`config.mk`:
```
export PLATFORM = sky130hd
export DESIGN_NAME = uart_rx
export DESIGN_NICKNAME = d
export VERILOG_FILES = /design/src/rtl/uart_rx.sv
export SDC_FILE = /design/constraint.sdc
export NUM_CORES = 1
export LEC_CHECK = 0
export BUFFER_PORTS_ARGS = -buffer_cell sky130_fd_sc_hd__buf_2
export CAP_MARGIN = 40
export CORE_ASPECT_RATIO = 0.8
export CORE_MARGIN = 2
export CORE_UTILIZATION = 35
export CTS_BUF_LIST = sky130_fd_sc_hd__clkbuf_8
export DETAILED_ROUTE_END_ITERATION = 8
export SLEW_MARGIN = 30
export SYNTH_ARGS = -nofsm -noshare
export SYNTH_HDL_FRONTEND = slang
export SYNTH_SLANG_ARGS = --single-unit
```
`constraint.sdc`:
```
create_clock -name clk -period 4.34 [get_ports clk]
set_input_delay 0.651 -clock clk [delete_from_list [all_inputs] [get_ports clk]]
set_output_delay 0.651 -clock clk [all_outputs]
set_load 0.03 [all_outputs]
```
`src/rtl/uart_rx.sv`:
```
// uart_rx: asynchronous serial receiver, 8N1-style framing, LSB first, idle-high line.
// The line is brought into the clock domain through a two-flop synchronizer; a
// cycle counter places every sample at mid-bit. Each frame produces exactly one
// single-cycle strobe: valid for a good word, or frame_err (optionally with break)
// when the stop bit is sampled low.

`timescale 1ns/1ps

module uart_rx #(
    parameter int unsigned CLK_HZ       = 50_000_000,
    parameter int unsigned BIT_RATE     = 9600,
    parameter int unsigned PAYLOAD_BITS = 8
) (
    input  logic                    clk,
    input  logic                    resetn,
    input  logic                    uart_rxd,
    input  logic                    uart_rx_en,
    output logic                    uart_rx_valid,
    output logic [PAYLOAD_BITS-1:0] uart_rx_data,
    output logic                    uart_rx_frame_err,
    output logic                    uart_rx_break
);

    // Clock cycles per bit period on the line.
    localparam int unsigned CPB    = CLK_HZ / BIT_RATE;
    localparam int unsigned CNT_W  = $clog2(CPB);
    localparam int unsigned BIDX_W = $clog2(PAYLOAD_BITS);

    // Start bit is checked half a bit in; data and stop bits one full bit later each.
    localparam logic [CNT_W-1:0]  CNT_HALF  = CNT_W'(CPB / 2 - 1);
    localparam logic [CNT_W-1:0]  CNT_LAST  = CNT_W'(CPB - 1);
    localparam logic [CNT_W-1:0]  CNT_ONE   = CNT_W'(1);
    localparam logic [BIDX_W-1:0] BIDX_LAST = BIDX_W'(PAYLOAD_BITS - 1);
    localparam logic [BIDX_W-1:0] BIDX_ONE  = BIDX_W'(1);

    typedef enum logic [2:0] {
        S_IDLE,
        S_START,
        S_DATA,
        S_STOP,
        S_WAIT
    } state_t;

    // Synchronizer stages.
    logic rxd_meta_q;
    logic rxd_s_q;

    // Receiver state.
    state_t                  state_q;
    logic [CNT_W-1:0]        cnt_q;
    logic [BIDX_W-1:0]       bidx_q;
    logic [PAYLOAD_BITS-1:0] shift_q;

    // Registered outputs.
    logic                    valid_q;
    logic [PAYLOAD_BITS-1:0] data_q;
    logic                    frame_err_q;
    logic                    break_q;

    // Two-flop synchronizer for the asynchronous serial line.
    // NOTE: both stages reset to 1 (idle level) so leaving reset never looks like
    // a falling start edge; non-blocking assignments keep the two stages a true
    // shift chain regardless of statement order.
    always_ff @(posedge clk) begin
        if (!resetn) begin
            rxd_meta_q <= 1'b1;
            rxd_s_q    <= 1'b1;
        end else begin
            rxd_meta_q <= uart_rxd;
            rxd_s_q    <= rxd_meta_q;
        end
    end

    // Frame FSM: start detection, mid-bit sampling, stop check and output strobes.
    // NOTE: the shift register is reset along with everything else so the break
    // comparison never sees undefined contents after reset.
    always_ff @(posedge clk) begin
        if (!resetn) begin
            state_q     <= S_IDLE;
            cnt_q       <= '0;
            bidx_q      <= '0;
            shift_q     <= '0;
            valid_q     <= 1'b0;
            data_q      <= '0;
            frame_err_q <= 1'b0;
            break_q     <= 1'b0;
        end else begin
            // Strobes are high for exactly one cycle; they default low every cycle.
            valid_q     <= 1'b0;
            frame_err_q <= 1'b0;
            break_q     <= 1'b0;

            if (!uart_rx_en && state_q != S_IDLE) begin
                // Receiver disabled mid-frame: drop the frame silently.
                state_q <= S_IDLE;
                cnt_q   <= '0;
                bidx_q  <= '0;
            end else begin
                case (state_q)
                    S_IDLE: begin
                        if (uart_rx_en && !rxd_s_q) begin
                            state_q <= S_START;
                            cnt_q   <= '0;
                        end
                    end

                    S_START: begin
                        if (cnt_q == CNT_HALF) begin
                            cnt_q <= '0;
                            if (!rxd_s_q) begin
                                state_q <= S_DATA;
                                bidx_q  <= '0;
                            end else begin
                                // Line went back high before mid-start: a glitch.
                                state_q <= S_IDLE;
                            end
                        end else begin
                            cnt_q <= cnt_q + CNT_ONE;
                        end
                    end

                    S_DATA: begin
                        if (cnt_q == CNT_LAST) begin
                            cnt_q           <= '0;
                            shift_q[bidx_q] <= rxd_s_q;
                            if (bidx_q == BIDX_LAST) begin
                                state_q <= S_STOP;
                            end else begin
                                bidx_q <= bidx_q + BIDX_ONE;
                            end
                        end else begin
                            cnt_q <= cnt_q + CNT_ONE;
                        end
                    end

                    S_STOP: begin
                        if (cnt_q == CNT_LAST) begin
                            cnt_q <= '0;
                            if (rxd_s_q) begin
                                data_q  <= shift_q;
                                valid_q <= 1'b1;
                                state_q <= S_IDLE;
                            end else begin
                                // Bad stop bit: keep the last good word, report the
                                // error, and wait for the line to go idle again.
                                frame_err_q <= 1'b1;
                                break_q     <= (shift_q == '0);
                                state_q     <= S_WAIT;
                            end
                        end else begin
                            cnt_q <= cnt_q + CNT_ONE;
                        end
                    end

                    S_WAIT: begin
                        // A line held low must not be mistaken for a new start bit.
                        if (rxd_s_q) begin
                            state_q <= S_IDLE;
                        end
                    end

                    default: begin
                        state_q <= S_IDLE;
                        cnt_q   <= '0;
                        bidx_q  <= '0;
                    end
                endcase
            end
        end
    end

    assign uart_rx_valid     = valid_q;
    assign uart_rx_data      = data_q;
    assign uart_rx_frame_err = frame_err_q;
    assign uart_rx_break     = break_q;

endmodule

```
Yosys cells after proc, flatten, opt, wreduce, memory -nomap -nowiden
Index checks and enable logic that the tools add are counted.
Cells by class
  $add $sub $neg: 2
  order comparisons: 2
  eq/ne operators: 15
  multiplexer cells: 23
  bitwise gates (word level): 6
  reduce and logical (&&, ||, !) cells: 18
Operators by type and width (count)
  $pmux W13 S4: 1
  $mux W13: 3
  $mux W3: 11
  $ne A2 B2 Y1 const B: 8
  $pmux W3 S5: 1
  $add A13 B1 Y13 const B: 1
  $eq A13 B12 Y1 const B: 1
  $eq A13 B13 Y1 const B: 1
  $pmux W3 S3: 1
  $bwmux W8: 1
  $logic_not A8 Y1: 1
  $eq A3 B2 Y1 const B: 2
  $eq A3 B3 Y1 const B: 2
  $not A1 Y1: 6
  $reduce_and A6 Y1: 1
  $reduce_and A5 Y1: 1
  $reduce_or A5 Y1: 1
  $lt A3 B4 Y1 const B: 1
  $reduce_and A4 Y1: 1
  $reduce_or A2 Y1: 2
  $reduce_or A4 Y1: 1
  $add A3 B1 Y3 const B: 1
  $demux W1 S3: 1
  $eq A3 B1 Y1 const B: 1
  10 further kinds: 15
Word-level totals
  bits in registers: 40
  input bits: 4
  output and inout bits: 11
  logic and storage cells: 76

Depth between registers and ports, before layout
  word-level depth: 5
  mapped depth: 8
  gate-level depth less buffers: 7

Worst setup path before layout
Ideal clock, no wire load.
  path type: input to register
  from: input uart_rx_en
  to: register cnt_q[10]
  setup time: 0.074 ns
  arrival time: 1.817 ns
  data required time: 4.266 ns
  setup slack: 2.449 ns
  stages on the path: 6
  path buffers: 2
  cell sequence: clkbuf_1 nor3b_1 nor3_1 clkbuf_1 nand2_1 a31oi_1
Between the ends
  word-level cells in the longest chain between the ends: 3
  elaborated cells between the ends (all ways): 6
  classes of those cells: eq/ne: 1; reduce/logical: 5
Ends and longest elaborated chain
  start, declared: RTL line 17  | input logic uart_rx_en,
  $logic_and A1 B1 Y1 or $logic_not A1 Y1 (tied branches): RTL line 101, 93
  $ne A2 B2 Y1 (no source line) or $logic_and A1 B1 Y1 (tied branches)
  $reduce_and A2 Y1 (no source line) or $reduce_or A2 Y1 (tied branches)
  end signal, assigned: RTL line 118  | cnt_q <= cnt_q + CNT_ONE;
  end signal, assigned: RTL line 132  | cnt_q <= cnt_q + CNT_ONE;
  end signal, assigned: RTL line 151  | cnt_q <= cnt_q + CNT_ONE;
  end, declared: RTL line 50  | logic [CNT_W-1:0] cnt_q;
Several ways; a longest one is shown, not always the timed one.
A chain may end at the register's enable or synchronous reset.

Final worst setup path
  from: register cnt_q[0]
  to: register cnt_q[10]
Between the ends
  word-level cells in the longest chain between the ends: 3
  elaborated cells between the ends (all ways): 6
  classes of those cells: add/sub: 1; eq/ne: 2; mux: 3
Ends and longest elaborated chain
  $add A13 B1 Y13, or another cell as far along: RTL line 118, 132, 151
  $mux W13, on equally long branches: RTL line 123, 137, 108
  $pmux W13 S4 *: RTL line 99  | case (state_q)
Every way passes the cells marked *; elsewhere a longest branch is shown, timed or not.

==> results.cfg <==
[clocking]
hold_buffers = 0
postCtsSetupBuffers = 0
path_clk_slew_ns = 0.08
cts.sinks = 40
cts_tree = done
root_buffer = clkbuf_8
htreeDepth = 2
numCtsBuffers = 5
cts_buffer_depth = 2
clk_latency_ns = 0.30
ctsResizeCount = 0

[global_routing]
grt_pass1_vias = 1460
antenna_found_initial = 0
overflow = 0
grt_pass1_wl_um = 7350
grt_usage_pct = 13.6
grt_max_degree = 25

[worst_setup_path]
critPathLaunchType = register
crit_required_ns = 4.56
endpoint_kind = register
r2r_slack_ns = 2.24
r2r_start = cnt_q[0]
slowest_stage = a32o_2
crit_path_max_incr_delay_ns = 0.51
cp.arrival_ns = 2.32
worst-path-max-fanout = 24
setup.worst_path.end = cnt_q[10]
critPathKind = reg -> reg
rr_endpoint = cnt_q[10]
worstRegToRegCells = 6
worstPathCellList = ha_1 -> and4bb_1 -> nand4_2 -> a32o_2 -> or3b_1 -> a31oi_1
crit_start = cnt_q[0]

[floorplan]
ioPinCount = 15
row_count = 25
dieArea_um2 = 6710
initial_core_util_pct = 36.1
die_x_um = 91.1
fp.dieH_um = 73.7
core_um2 = 5880

[placement]
place_congestion = 0.808
numPortBuffers = 14
dp.cells = 325
dpl.hpwl_um = 3010
pre_cts_ws_ns = 2.27

[logic_synthesis]
syn_avg_cell_area_um2 = 8.64
yosys_warnings = 0
async_flop_share_pct = 0
synth_edf_count = 0
synth_nets = 254
synth-seq-area-share_pct = 37.7
synth_cell_types = 45
ys.flop_type = dfxtp_1
synth_area_um2 = 2120
synth_seq_cells = 40
syn_inst = 246

[routing]
drtAntennaViolNets = 0
vias_per_cell = 5.30
num_vias = 1764
wirelength_um = 4370
drcViolationCount = 0
drt_iter0_drc = 88
avgRoutedWirePerCell_um = 13.1
dr.pass1.iters = 4

[timing]
skew_ns = 0.00688
tightest_slew_ns = 0.777
setup_viol = 0
timing.fmax_mhz = 476
hold_viol_final = 0
slew_headroom_pct = 48.1
rsz0062_at_grt = false
fin_setup_tns_ns = 0
drv_slew = 0
setup_ws_ns = 2.24
timing.final.crit_share_pct = 48.4
period_needed_ns = 2.10

[worst_hold_path]
min_path_type = reg -> reg

[layout]
area_growth_pct = 10.0
layout.nets = 259
drive_above_1_share_pct = 12.3
regArea_um2 = 801
final_cell_mix = 40 x dfxtp_1, 20 x nand3_1, 19 x nor2b_1
fin_util_pct = 39.7
n_antenna_cell = 0
layout_commonest_cell = dfxtp_1
instances_no_fill = 333
multi_input_area_um2 = 1220
fillers = 618

[outcome]
outcome = finished, final reports clean

[power_and_ir_drop]
ir_drop_v = 0.0000936
power_leakage_nw = 0.915
p_per_area_nw_per_um2 = 304
p_total_mw = 0.712

[job]
maxCapViolations = 0
## logic make-up (layout without fill, tap and decap cells)
| logic type | count (synthesis) | after routing | synth area share, % |
|---|---|---|---|
| mux | 17 | 17 | 8.07 |
| flops | 40 | 40 | 37.7 |
| buf+inv | 23 | 29 | 5.06 |
| compound gates | 38 | 38 | 11.8 |
| simple gates | 124 | 124 | 35.0 |
| fa+ha+maj | 4 | 4 | 2.36 |
## critical path: cells and delay by family, from the launching register on
family                   cells  cell delay (ns)
flip-flops                   1             0.35
AND/OR/NAND/NOR              3             0.74
adder cells (fa/ha/maj)      1             0.24
AO/OA/AOI/OAI                2             0.68
## registers in the layout, summed over array words and instances, names as in the netlist
| name | count |
|---|---|
| state_q | 3 |
| uart_rx_valid | 1 |
| rxd_s_q | 1 |
| rxd_meta_q | 1 |
| uart_rx_break | 1 |
| bidx_q | 3 |
| uart_rx_data | 8 |
| shift_q | 8 |
| uart_rx_frame_err | 1 |
| cnt_q | 13 |
## report_power, final
| part | internal, mW | switching (mW) | leakage, nW |
|---|---|---|---|
| clock | 0.173 | 0.140 | 0.0548 |
| combinational | 0.00968 | 0.0171 | 0.537 |
| sequential | 0.368 | 0.00317 | 0.323 |
## layout make-up
type | count | share of cell area, %
flip-flops and latches | 40 | 34.3
clock buffers | 5 | 2.94
repair buffers | 16 | 3.64
inverters | 5 | 0.803
well taps | 81 | 4.34
clock inverters | 3 | 1.98
multi-input cells | 183 | 52.0
## per-stage QoR
stage	hold slack (ns)	cell area, um^2
after floorplan	0.386	2120
after global placement	0.395	2220
after detailed placement	0.396	2220
after CTS	0.415	2340
after global routing	0.435	2340
final	0.414	2340
## per-layer routing
metal / vias to the layer above / routed length (um) / track usage, %
met3: 5 / 124 / 2.87
met4: 0 / 59 / 6.06
met2: 23 / 1710 / 18.6
met1: 828 / 2470 / 20.4
met5: - / 0 / 0
li1: 908 / - / -
## how the worst min path moves through the flow
stage | start | cells after the start | to
detailed placement | rxd_meta_q | 1 | rxd_s_q
global route | rxd_meta_q | 1 | rxd_s_q
floorplan | rxd_meta_q | 1 | rxd_s_q
CTS | rxd_meta_q | 1 | rxd_s_q
finish | rxd_meta_q | 1 | rxd_s_q
global placement | rxd_meta_q | 1 | rxd_s_q
## synthesized netlist by cell type (all sizes together), types with 4 or more instances
cell / count / share of area (%)
ha: 4 / 2.4
buf: 7 / 2.2
dfxtp: 40 / 38
nand3: 21 / 5.2
mux2i: 16 / 7.5
and3: 7 / 2.1
nor3: 7 / 1.6
nor3b: 5 / 1.8
o21ai: 9 / 2.1
and4: 6 / 2.5
a31oi: 10 / 3.2
nand2: 18 / 3.2
o21a: 4 / 1.4
clkbuf: 11 / 1.9
inv: 5 / 0.88
or3b: 4 / 1.6
nor2: 11 / 1.9
a21oi: 5 / 1.2
nor2b: 19 / 5.6
nand4: 6 / 2.1
Note: power is estimated with default switching activity, not from simulation.
